--- config.mk ---
export PLATFORM = sky130hd
export DESIGN_NAME = mfe_lcd1602_receiver_flat
export DESIGN_NICKNAME = d
export VERILOG_FILES = /design/src/rtl/mfe_lcd1602_receiver_if.sv /design/src/rtl/mfe_lcd1602_receiver.sv /design/src/flat_wrapper.sv
export SDC_FILE = /design/constraint.sdc
export NUM_CORES = 1
export LEC_CHECK = 0
export CAP_MARGIN = 20
export CORE_UTILIZATION = 30
export DETAILED_ROUTE_END_ITERATION = 16
export MAX_ROUTING_LAYER = met4
export PLACE_DENSITY = 0.51
export SLEW_MARGIN = 20
export SYNTH_ARGS = -nofsm -noshare
export SYNTH_HDL_FRONTEND = slang
export SYNTH_SLANG_ARGS = --single-unit
--- constraint.sdc ---
create_clock -name clk -period 7.65 [get_ports clk]
set_clock_uncertainty 0.15 [all_clocks]
set_input_delay 1.53 -clock clk [delete_from_list [all_inputs] [get_ports clk]]
set_output_delay 1.53 -clock clk [all_outputs]
set_load 0.02 [all_outputs]
--- src/rtl/mfe_lcd1602_receiver_if.sv ---
// LCD1602 parallel bus as seen between the host controller and the display responder.
interface mfe_lcd1602_receiver_if;
    logic       lcd_rs;
    logic       lcd_rw;
    logic       lcd_en;
    logic [7:0] lcd_data_i;
    logic [7:0] lcd_data_o;
    logic       lcd_data_oe;

    modport master (
        output lcd_rs, lcd_rw, lcd_en, lcd_data_i,
        input  lcd_data_o, lcd_data_oe
    );

    modport slave (
        input  lcd_rs, lcd_rw, lcd_en, lcd_data_i,
        output lcd_data_o, lcd_data_oe
    );
endinterface

--- src/rtl/mfe_lcd1602_receiver.sv ---
// HD44780-compatible LCD1602 responder: 32-char buffer, mode flags, busy flag, bus reads.
// Define MFE_LCD1602_RX_BUSY_EN to model instruction busy timing; otherwise only the clear fill is busy.
module mfe_lcd1602_receiver #(
    parameter int unsigned T_BUSY      = 4000,
    parameter int unsigned T_BUSY_LONG = 164000
) (
    input  logic                        clk,
    input  logic                        rst,
    mfe_lcd1602_receiver_if.slave       bus,
    input  logic [4:0]                  rd_addr,
    output logic [7:0]                  rd_char,
    output logic                        busy,
    output logic                        disp_on,
    output logic                        cursor_on,
    output logic                        blink_on,
    output logic [6:0]                  ac,
    output logic                        drop
);

    function automatic logic [6:0] ac_step(input logic [6:0] a, input logic inc);
        if (inc) begin
            if (a == 7'h27)      return 7'h40;
            else if (a == 7'h67) return 7'h00;
            else                 return a + 7'd1;
        end else begin
            if (a == 7'h00)      return 7'h67;
            else if (a == 7'h40) return 7'h27;
            else                 return a - 7'd1;
        end
    endfunction

    // {visible, buffer index}: line 1 at 0x00-0x0F, line 2 at 0x40-0x4F
    function automatic logic [5:0] ddram_map(input logic [6:0] a);
        if (a <= 7'h0F)                     return {2'b10, a[3:0]};
        else if (a >= 7'h40 && a <= 7'h4F)  return {2'b11, a[3:0]};
        else                                return 6'd0;
    endfunction

    logic       en_p0, en_p1, en_p2;
    logic       rs_p0, rs_p1, rw_p0, rw_p1;
    logic [7:0] data_p0, data_p1;

    // Stage boundary: two-flop synchronizers, en_p2 only feeds edge detection
    always_ff @(posedge clk) begin
        if (rst) begin
            en_p0 <= 1'b0;
            en_p1 <= 1'b0;
            en_p2 <= 1'b0;
        end else begin
            en_p0 <= bus.lcd_en;
            en_p1 <= en_p0;
            en_p2 <= en_p1;
        end
        rs_p0   <= bus.lcd_rs;
        rs_p1   <= rs_p0;
        rw_p0   <= bus.lcd_rw;
        rw_p1   <= rw_p0;
        data_p0 <= bus.lcd_data_i;
        data_p1 <= data_p0;
    end

    logic       en_fall, en_rise;
    logic       fill_active;
    logic [4:0] fill_idx;
    logic       inc_mode, shift_en, dl, n_lines, font, cgram;
    logic       ac_vis;
    logic [4:0] ac_idx;
    logic [7:0] buf_mem [32];
    logic [7:0] cur_char;
    logic       instr_ok, data_ok, is_long;
    logic       mem_we;
    logic [4:0] mem_idx;
    logic [7:0] mem_wdata;
    logic       unused_mode;

    assign en_fall  = en_p2 & ~en_p1;
    assign en_rise  = en_p1 & ~en_p2;
    assign {ac_vis, ac_idx} = ddram_map(ac);
    assign cur_char = ac_vis ? buf_mem[ac_idx] : 8'h20;
    assign instr_ok = en_fall & ~rw_p1 & ~rs_p1 & ~busy;
    assign data_ok  = en_fall & ~rw_p1 &  rs_p1 & ~busy;
    assign is_long  = (data_p1[7:2] == 6'd0) && (data_p1[1:0] != 2'd0);
    // Mode bits kept for completeness; no port exposes them
    assign unused_mode = ^{shift_en, dl, n_lines, font};

`ifdef MFE_LCD1602_RX_BUSY_EN
    logic [17:0] busy_cnt;

    assign busy = fill_active | (busy_cnt != 18'd0);

    always_ff @(posedge clk) begin
        if (rst)
            busy_cnt <= 18'd0;
        else if (instr_ok || data_ok)
            busy_cnt <= (instr_ok && is_long) ? 18'(T_BUSY_LONG) : 18'(T_BUSY);
        else if (busy_cnt != 18'd0)
            busy_cnt <= busy_cnt - 18'd1;
    end
`else
    logic unused_busy_params;

    assign busy = fill_active;
    assign unused_busy_params = ^{18'(T_BUSY), 18'(T_BUSY_LONG)};
`endif

    // The clear/reset fill owns the write port; host writes are dropped while it runs
    always_comb begin
        mem_we    = 1'b0;
        mem_idx   = fill_idx;
        mem_wdata = 8'h20;
        if (fill_active) begin
            mem_we = 1'b1;
        end else if (data_ok && !cgram && ac_vis) begin
            mem_we    = 1'b1;
            mem_idx   = ac_idx;
            mem_wdata = data_p1;
        end
    end

    always_ff @(posedge clk) begin
        if (mem_we) buf_mem[mem_idx] <= mem_wdata;
    end

    // Stage boundary: decode and architectural state, updated on the synced en fall
    always_ff @(posedge clk) begin
        drop <= 1'b0;
        if (rst) begin
            fill_active     <= 1'b1;
            fill_idx        <= 5'd0;
            ac              <= 7'd0;
            inc_mode        <= 1'b1;
            shift_en        <= 1'b0;
            disp_on         <= 1'b0;
            cursor_on       <= 1'b0;
            blink_on        <= 1'b0;
            dl              <= 1'b1;
            n_lines         <= 1'b1;
            font            <= 1'b0;
            cgram           <= 1'b0;
            bus.lcd_data_oe <= 1'b0;
            bus.lcd_data_o  <= 8'h00;
            rd_char         <= 8'h00;
        end else begin
            rd_char         <= buf_mem[rd_addr];
            bus.lcd_data_oe <= en_p1 & rw_p1;
            if (en_rise)
                bus.lcd_data_o <= rs_p1 ? cur_char : {busy, ac};
            if (fill_active) begin
                fill_idx <= fill_idx + 5'd1;
                if (fill_idx == 5'd31) fill_active <= 1'b0;
            end
            if (en_fall) begin
                if (rw_p1) begin
                    if (rs_p1) ac <= ac_step(ac, inc_mode);
                end else if (busy) begin
                    drop <= 1'b1;
                end else if (rs_p1) begin
                    if (cgram || !ac_vis) drop <= 1'b1;
                    if (!cgram) ac <= ac_step(ac, inc_mode);
                end else begin
                    casez (data_p1)
                        8'b1???????: begin ac <= data_p1[6:0]; cgram <= 1'b0; end
                        8'b01??????: cgram <= 1'b1;
                        8'b001?????: begin
                            dl      <= data_p1[4];
                            n_lines <= data_p1[3];
                            font    <= data_p1[2];
                        end
                        8'b0001????: if (!data_p1[3]) ac <= ac_step(ac, data_p1[2]);
                        8'b00001???: begin
                            disp_on   <= data_p1[2];
                            cursor_on <= data_p1[1];
                            blink_on  <= data_p1[0];
                        end
                        8'b000001??: begin inc_mode <= data_p1[1]; shift_en <= data_p1[0]; end
                        8'b0000001?: ac <= 7'd0;
                        8'b00000001: begin
                            ac          <= 7'd0;
                            inc_mode    <= 1'b1;
                            cgram       <= 1'b0;
                            fill_active <= 1'b1;
                            fill_idx    <= 5'd0;
                        end
                        default: ;
                    endcase
                end
            end
        end
    end

endmodule

--- src/flat_wrapper.sv ---
// flat-port wrapper written by rule: the top's interface ports become plain ports
module mfe_lcd1602_receiver_flat 
#(
    parameter int unsigned T_BUSY      = 4000,
    parameter int unsigned T_BUSY_LONG = 164000
)
  (clk, rst, rd_addr, rd_char, busy, disp_on, cursor_on, blink_on, ac, drop, bus_lcd_rs, bus_lcd_rw, bus_lcd_en, bus_lcd_data_i, bus_lcd_data_o, bus_lcd_data_oe);
  mfe_lcd1602_receiver_if bus_i ();
  input  logic clk;
  input  logic rst;
  input  logic [4:0] rd_addr;
  output logic [7:0] rd_char;
  output logic busy;
  output logic disp_on;
  output logic cursor_on;
  output logic blink_on;
  output logic [6:0] ac;
  output logic drop;
  input wire logic [$bits(bus_i.lcd_rs)-1:0] bus_lcd_rs;
  input wire logic [$bits(bus_i.lcd_rw)-1:0] bus_lcd_rw;
  input wire logic [$bits(bus_i.lcd_en)-1:0] bus_lcd_en;
  input wire logic [$bits(bus_i.lcd_data_i)-1:0] bus_lcd_data_i;
  output wire logic [$bits(bus_i.lcd_data_o)-1:0] bus_lcd_data_o;
  output wire logic [$bits(bus_i.lcd_data_oe)-1:0] bus_lcd_data_oe;
  assign bus_i.lcd_rs = bus_lcd_rs;
  assign bus_i.lcd_rw = bus_lcd_rw;
  assign bus_i.lcd_en = bus_lcd_en;
  assign bus_i.lcd_data_i = bus_lcd_data_i;
  assign bus_lcd_data_o = bus_i.lcd_data_o;
  assign bus_lcd_data_oe = bus_i.lcd_data_oe;
  mfe_lcd1602_receiver #(.T_BUSY(T_BUSY), .T_BUSY_LONG(T_BUSY_LONG)) u_core (.clk(clk), .rst(rst), .bus(bus_i), .rd_addr(rd_addr), .rd_char(rd_char), .busy(busy), .disp_on(disp_on), .cursor_on(cursor_on), .blink_on(blink_on), .ac(ac), .drop(drop));
endmodule
### Yosys cells after proc, flatten, opt, wreduce, memory -nomap -nowiden

Memory sizes are Yosys's and may differ from the RTL's. A register that Yosys moved wholly into a read port is not among the register bits.
Index checks and enable logic that the tools add are counted.
W data, S select, Z words.

* register bits after elaboration: 51
* memory bits (writable): 256
* output and inout port bits: 29
* memories kept: 1

* $add $sub $neg: 3
* magnitude comparators: 3
* equality and inequality tests: 14
* multiplexer cells: 43
* bitwise logic cells: 12
* reduce and logical (&&, ||, !) cells: 17

Memories
* u_core.buf_mem: words 32, width 8, rd ports 2, clocked after memory_dff 1, wr ports 1, RTL line mfe_lcd1602_receiver.sv:68 `logic [7:0] buf_mem [32];`

Operators by type and width (number)
* $mux W7: 12
* $mux W5: 8
* $mux W8: 4
* $pmux W7 S3: 1
* $reduce_and A5 Y1: 3
* $eq A7 B7 Y1 const B: 2
* $mux W1: 14
* $mux W6: 2
* $eq A8 B1 Y1 const B: 1
* $add A7 B1 Y7 const B: 1
* $eq A7 B1 Y1 const B: 1
* $eq A7 B6 Y1 const B: 1
* $ge A7 B7 Y1 const B: 1
* $le A7 B4 Y1 const B: 1
* $le A7 B7 Y1 const B: 1
* $logic_not A7 Y1: 1
* $sub A7 B1 Y7 const B: 1
* $and A1 B1 Y1: 6
* $eq A6 B1 Y1 const B: 1
* $not A1 Y1: 6
* $reduce_and A6 Y1: 1
* $add A5 B1 Y5 const B: 1
* $eq A5 B1 Y1 const B: 1
* $eq A5 B5 Y1 const B: 1
* other kinds (13): 20

### Depth between registers and ports, before layout

* depth in word-level cells: 11
* depth in mapped cells: 13
* mapped depth without buffers: 8

### Least setup slack after synthesis

Ideal clock, no wire load.

* path type: input port to flip-flop
* start: in rd_addr[0]
* end: reg u_core.rd_char[2] (read register of u_core.buf_mem)
* library setup time: 0.128 ns
* data arrival time: 3.428 ns
* data required time: 7.372 ns
* path slack: 3.944 ns
* cell stages on the path: 6
* buffers on the path: 2
* path through: clkbuf_1 > clkbuf_1 > mux4_2 > mux4_2 > mux2i_1 > nor2_1

RTL lines
* from (decl): RTL line flat_wrapper.sv:11 `input logic [4:0] rd_addr;`
* to (decl): RTL line mfe_lcd1602_receiver.sv:11 `output logic [7:0] rd_char,`

### Final worst setup path

* start: reg u_core.ac[1]
* end: mem u_core.buf_mem[10][3] (enable)

* word-level cells in the longest chain between the ends: 9

RTL lines
* from (decl): RTL line mfe_lcd1602_receiver.sv:16 `output logic [6:0] ac,`
* from (signal assigned): RTL line mfe_lcd1602_receiver.sv:154 `if (rs_p1) ac <= ac_step(ac, inc_mode);`
* from (signal assigned): RTL line mfe_lcd1602_receiver.sv:159 `if (!cgram) ac <= ac_step(ac, inc_mode);`
* $ge A7 B7 Y1 / $le A7 B7 Y1 (equally long branches): RTL line mfe_lcd1602_receiver.sv:35 `else if (a >= 7'h40 && a <= 7'h4F) return {2'b11, a[3:0]};`
* $logic_and A1 B1 Y1: RTL line mfe_lcd1602_receiver.sv:35
* $mux W6: RTL line mfe_lcd1602_receiver.sv:35
* $mux W6 *: RTL line mfe_lcd1602_receiver.sv:34 `if (a <= 7'h0F) return {2'b10, a[3:0]};`
* $logic_and A1 B1 Y1: RTL line mfe_lcd1602_receiver.sv:113 `end else if (data_ok && !cgram && ac_vis) begin`
* $mux W1: RTL line mfe_lcd1602_receiver.sv:113
* $mux W1: RTL line mfe_lcd1602_receiver.sv:111 `if (fill_active) begin`
* $mux W1: RTL line mfe_lcd1602_receiver.sv:121 `if (mem_we) buf_mem[mem_idx] <= mem_wdata;`
* $mux W1 (implied by the code): RTL line mfe_lcd1602_receiver.sv:121
* to (decl): RTL line mfe_lcd1602_receiver.sv:68

Every way passes the cells marked *; elsewhere a longest branch is shown, timed or not.

==> flow_metrics.tcl <==
set metrics [dict create \
    grt_pass1_wl_mm 69.5 \
    synth_compound_area_share_pct 8.81 \
    cp-end-kind "flip-flop" \
    htreeDepth 2 \
    coreArea_um2 49000 \
    dp.cells 1764 \
    cts_tree "yes" \
    layout_setup_ws_ns 2.96 \
    crit_type "reg -> reg" \
    dr.pass1.iters 6 \
    period_minus_slack_ns 4.69 \
    maxCapViolCount 0 \
    die-area_um2 50600 \
    yosys_warnings 0 \
    rows 81 \
    worst_ep_required_time_ns 7.65 \
    area_delta_synth_final_pct 16.0 \
    wl_per_cell_um 25.9 \
    first_iter_violations 1120 \
    synth_seq_cells 315 \
    syn_inst 1099 \
    yosys.area_share.simple_pct 11.1 \
    arrival_ns 4.70 \
    hold_violations 0 \
    num_io_pins 47 \
    num_antenna_cells 0 \
    drc 0 \
    maxSlewHeadroom_pct 25.3 \
    overflow 0 \
    fin_cells 1827 \
    hold_class "reg -> reg" \
    period_share_pct 61.3 \
    pwr_density_cell_nw_per_um2 220 \
    cts_resized 0 \
    crit_buf_inv 0 \
    crit_family "simple AND/OR/NAND/NOR gates" \
    final_area_um2 17300 \
    grt_max_degree 71 \
    path_cells "ha_1 > nand3b_1 > o211ai_1 > nor2_2 > mux2i_1 > nand2_1 > nor2_1" \
    multiInputGateArea_um2 5640 \
    numCtsBuffers 35 \
    layout.nets 1160 \
    antenna_found_initial 1 \
    synth_cell_type_count 65 \
    synthFlopType "edfxtp_1" \
    fmaxAchievable_mhz 213 \
    clk_latency_ns 0.55 \
    rsz0062_at_grt "false" \
    worst_setup_path_start_kind "flip-flop" \
    drive_gt1_share_pct 17.7 \
    cts_root_buffer "clkbuf_16" \
    grtUsageTotal_pct 19.4 \
    cts_hold_buffers 0 \
    num_vias 10251 \
    synth.avg_cell_area_um2 13.6 \
    num-fill-cells 4706 \
    post-route-util_pct 35.3 \
    place_ws_ns 3.06 \
    tightestPinTransition_ns 1.12 \
    critPathMaxStageDelay_ns 0.81 \
    port_buffers 46 \
    placed_area_um2 16100 \
    peakVddDrop_v 0.000179 \
    viasPerCell 5.61 \
    die_y_um 225 \
    p_leak_nw 5.52 \
    hpwl_mm 30.2 \
    ant_nets 0 \
    status "complete, no violations" \
    synth_xor_area_share_pct 0.588 \
    grt_pass1_vias 10146 \
    syn_nets 1122 \
    gp_congestion 0.852 \
    post_cts_buffers 0 \
    fin_setup_tns_ns 0 \
    synthMuxAreaShare_pct 16.7 \
    cts_buffer_depth 3 \
    cts_sinks 315 \
    async_flop_share_pct 0 \
    start_util_pct 30.4 \
    seq_area_frac_synth_pct 59.5 \
    drv_slew 0 \
    synthAdderAreaFrac_pct 0.420 \
    worst_path_max_delay_cell "dfxtp_1" \
    synthesis.area_um2 14900 \
    finalSetupViolCount 0 \
    synth_edf_count 256 \
    die_width_um 225 \
    routed_wl_mm 47.3 \
    path_clk_slew_ns 0.06 \
    synth_top_family_by_area "multiplexers" \
    critPathMaxFanout 23 \
    register_area_um2 8870 \
]
==> final cells by class <==
type                            count  area share [%]
Sequential cell                   315            51.3
Multi-Input combinational cell    692            32.6
Clock buffer                       42            5.46
Tap cell                          664            4.80
Timing Repair Buffer               83            4.24
Clock inverter                     21            1.40
Inverter                           10           0.217
==> final timing paths <==
kind / from / end / slack, ns / cells past startpoint
setup / recovery: u_core.ac[1] / u_core.buf_mem[10][3] / 2.96 / 7
setup reg to reg: u_core.ac[1] / u_core.buf_mem[10][3] / 2.96 / 7
hold / removal: u_core.data_p0[2] / u_core.data_p1[2] / 0.18 / 0
hold reg to reg: u_core.data_p0[2] / u_core.data_p1[2] / 0.18 / 0
==> metal layers <==
metal / GRT usage, % / vias up / wire length, µm
li1: - / 4411 / -
met1: 25.8 / 5241 / 20400
met2: 30.0 / 500 / 22000
met3: 3.58 / 99 / 3610
met4: 5.77 / 0 / 1290
met5: - / - / 0
==> flip-flops by register name (all words and copies together), names as in the netlist <==
signal and count:
u_core.bus.lcd_data_o 8, u_core.rd_char 8, u_core.data_p0 8, u_core.disp_on 1, u_core.bus.lcd_data_oe 1, u_core.en_p0 1, u_core.en_p2 1, u_core.rw_p1 1
u_core.drop 1, u_core.data_p1 8, u_core.en_p1 1, u_core.ac 7, u_core.inc_mode 1, u_core.rs_p1 1, u_core.cursor_on 1, u_core.blink_on 1
u_core.rs_p0 1, u_core.rw_p0 1, u_core.busy 1, u_core.fill_idx 5, u_core.buf_mem 256, u_core.cgram 1
==> cells in the mapped netlist, drive strengths merged, types with 11 or more instances <==
| library cell | instances | area [µm²] |
|---|---|---|
| nand2 | 126 | 473 |
| nand3 | 48 | 240 |
| a221oi | 31 | 272 |
| a21oi | 37 | 185 |
| and3 | 12 | 75.1 |
| buf | 55 | 282 |
| dfxtp | 59 | 1180 |
| nor2 | 74 | 288 |
| edfxtp | 256 | 7690 |
| clkbuf | 27 | 101 |
| o211ai | 11 | 82.6 |
| a31oi | 16 | 100 |
| and2 | 12 | 75.1 |
| mux4 | 86 | 1940 |
| mux2i | 50 | 500 |
| o21ai | 33 | 165 |
| nor3 | 26 | 130 |
==> stage by stage <==
step	power, W	hold WS (ns)
floorplan	0.00202	0.160
global placement	0.00210	0.168
detailed placement	0.00210	0.163
CTS	0.00385	0.180
global route	0.00391	0.183
finish	0.00381	0.177
==> kinds of logic after synthesis <==
| logic type | after synthesis |
|---|---|
| simple gates | 347 |
| flops | 315 |
| compound gates | 189 |
| mux | 141 |
| buf+inv | 92 |
| xor+xnor | 10 |
| fa+ha+maj | 5 |
==> where the power goes <==
part / switching [W] / total, W / leakage, nW / internal [W]
clock network: 0.000721 / 0.00175 / 0.578 / 0.00103
registers: 0.0000223 / 0.00188 / 2.75 / 0.00186
logic: 0.000107 / 0.000182 / 2.19 / 0.0000751
==> placed cells by master, fill, tap and decap left out, types with 9 or more instances in the layout <==
cell / synthesis / routed
edfxtp_1: 256 / 256
nand2_1: 126 / 126
mux4_2: 86 / 86
nor2_1: 72 / 70
dfxtp_1: 59 / 58
mux2i_1: 50 / 50
nand3_1: 48 / 47
clkdlybuf4s50_1: 0 / 44
buf_4: 6 / 39
a21oi_1: 37 / 37
clkbuf_16: 0 / 36
o21ai_0: 32 / 32
a221oi_1: 31 / 31
nor3_1: 26 / 25
a31oi_1: 16 / 16
and2_1: 12 / 12
o211ai_1: 11 / 11
and3_1: 12 / 11
o22ai_1: 9 / 9
No activity file was read; power rests on OpenSTA's default activity.
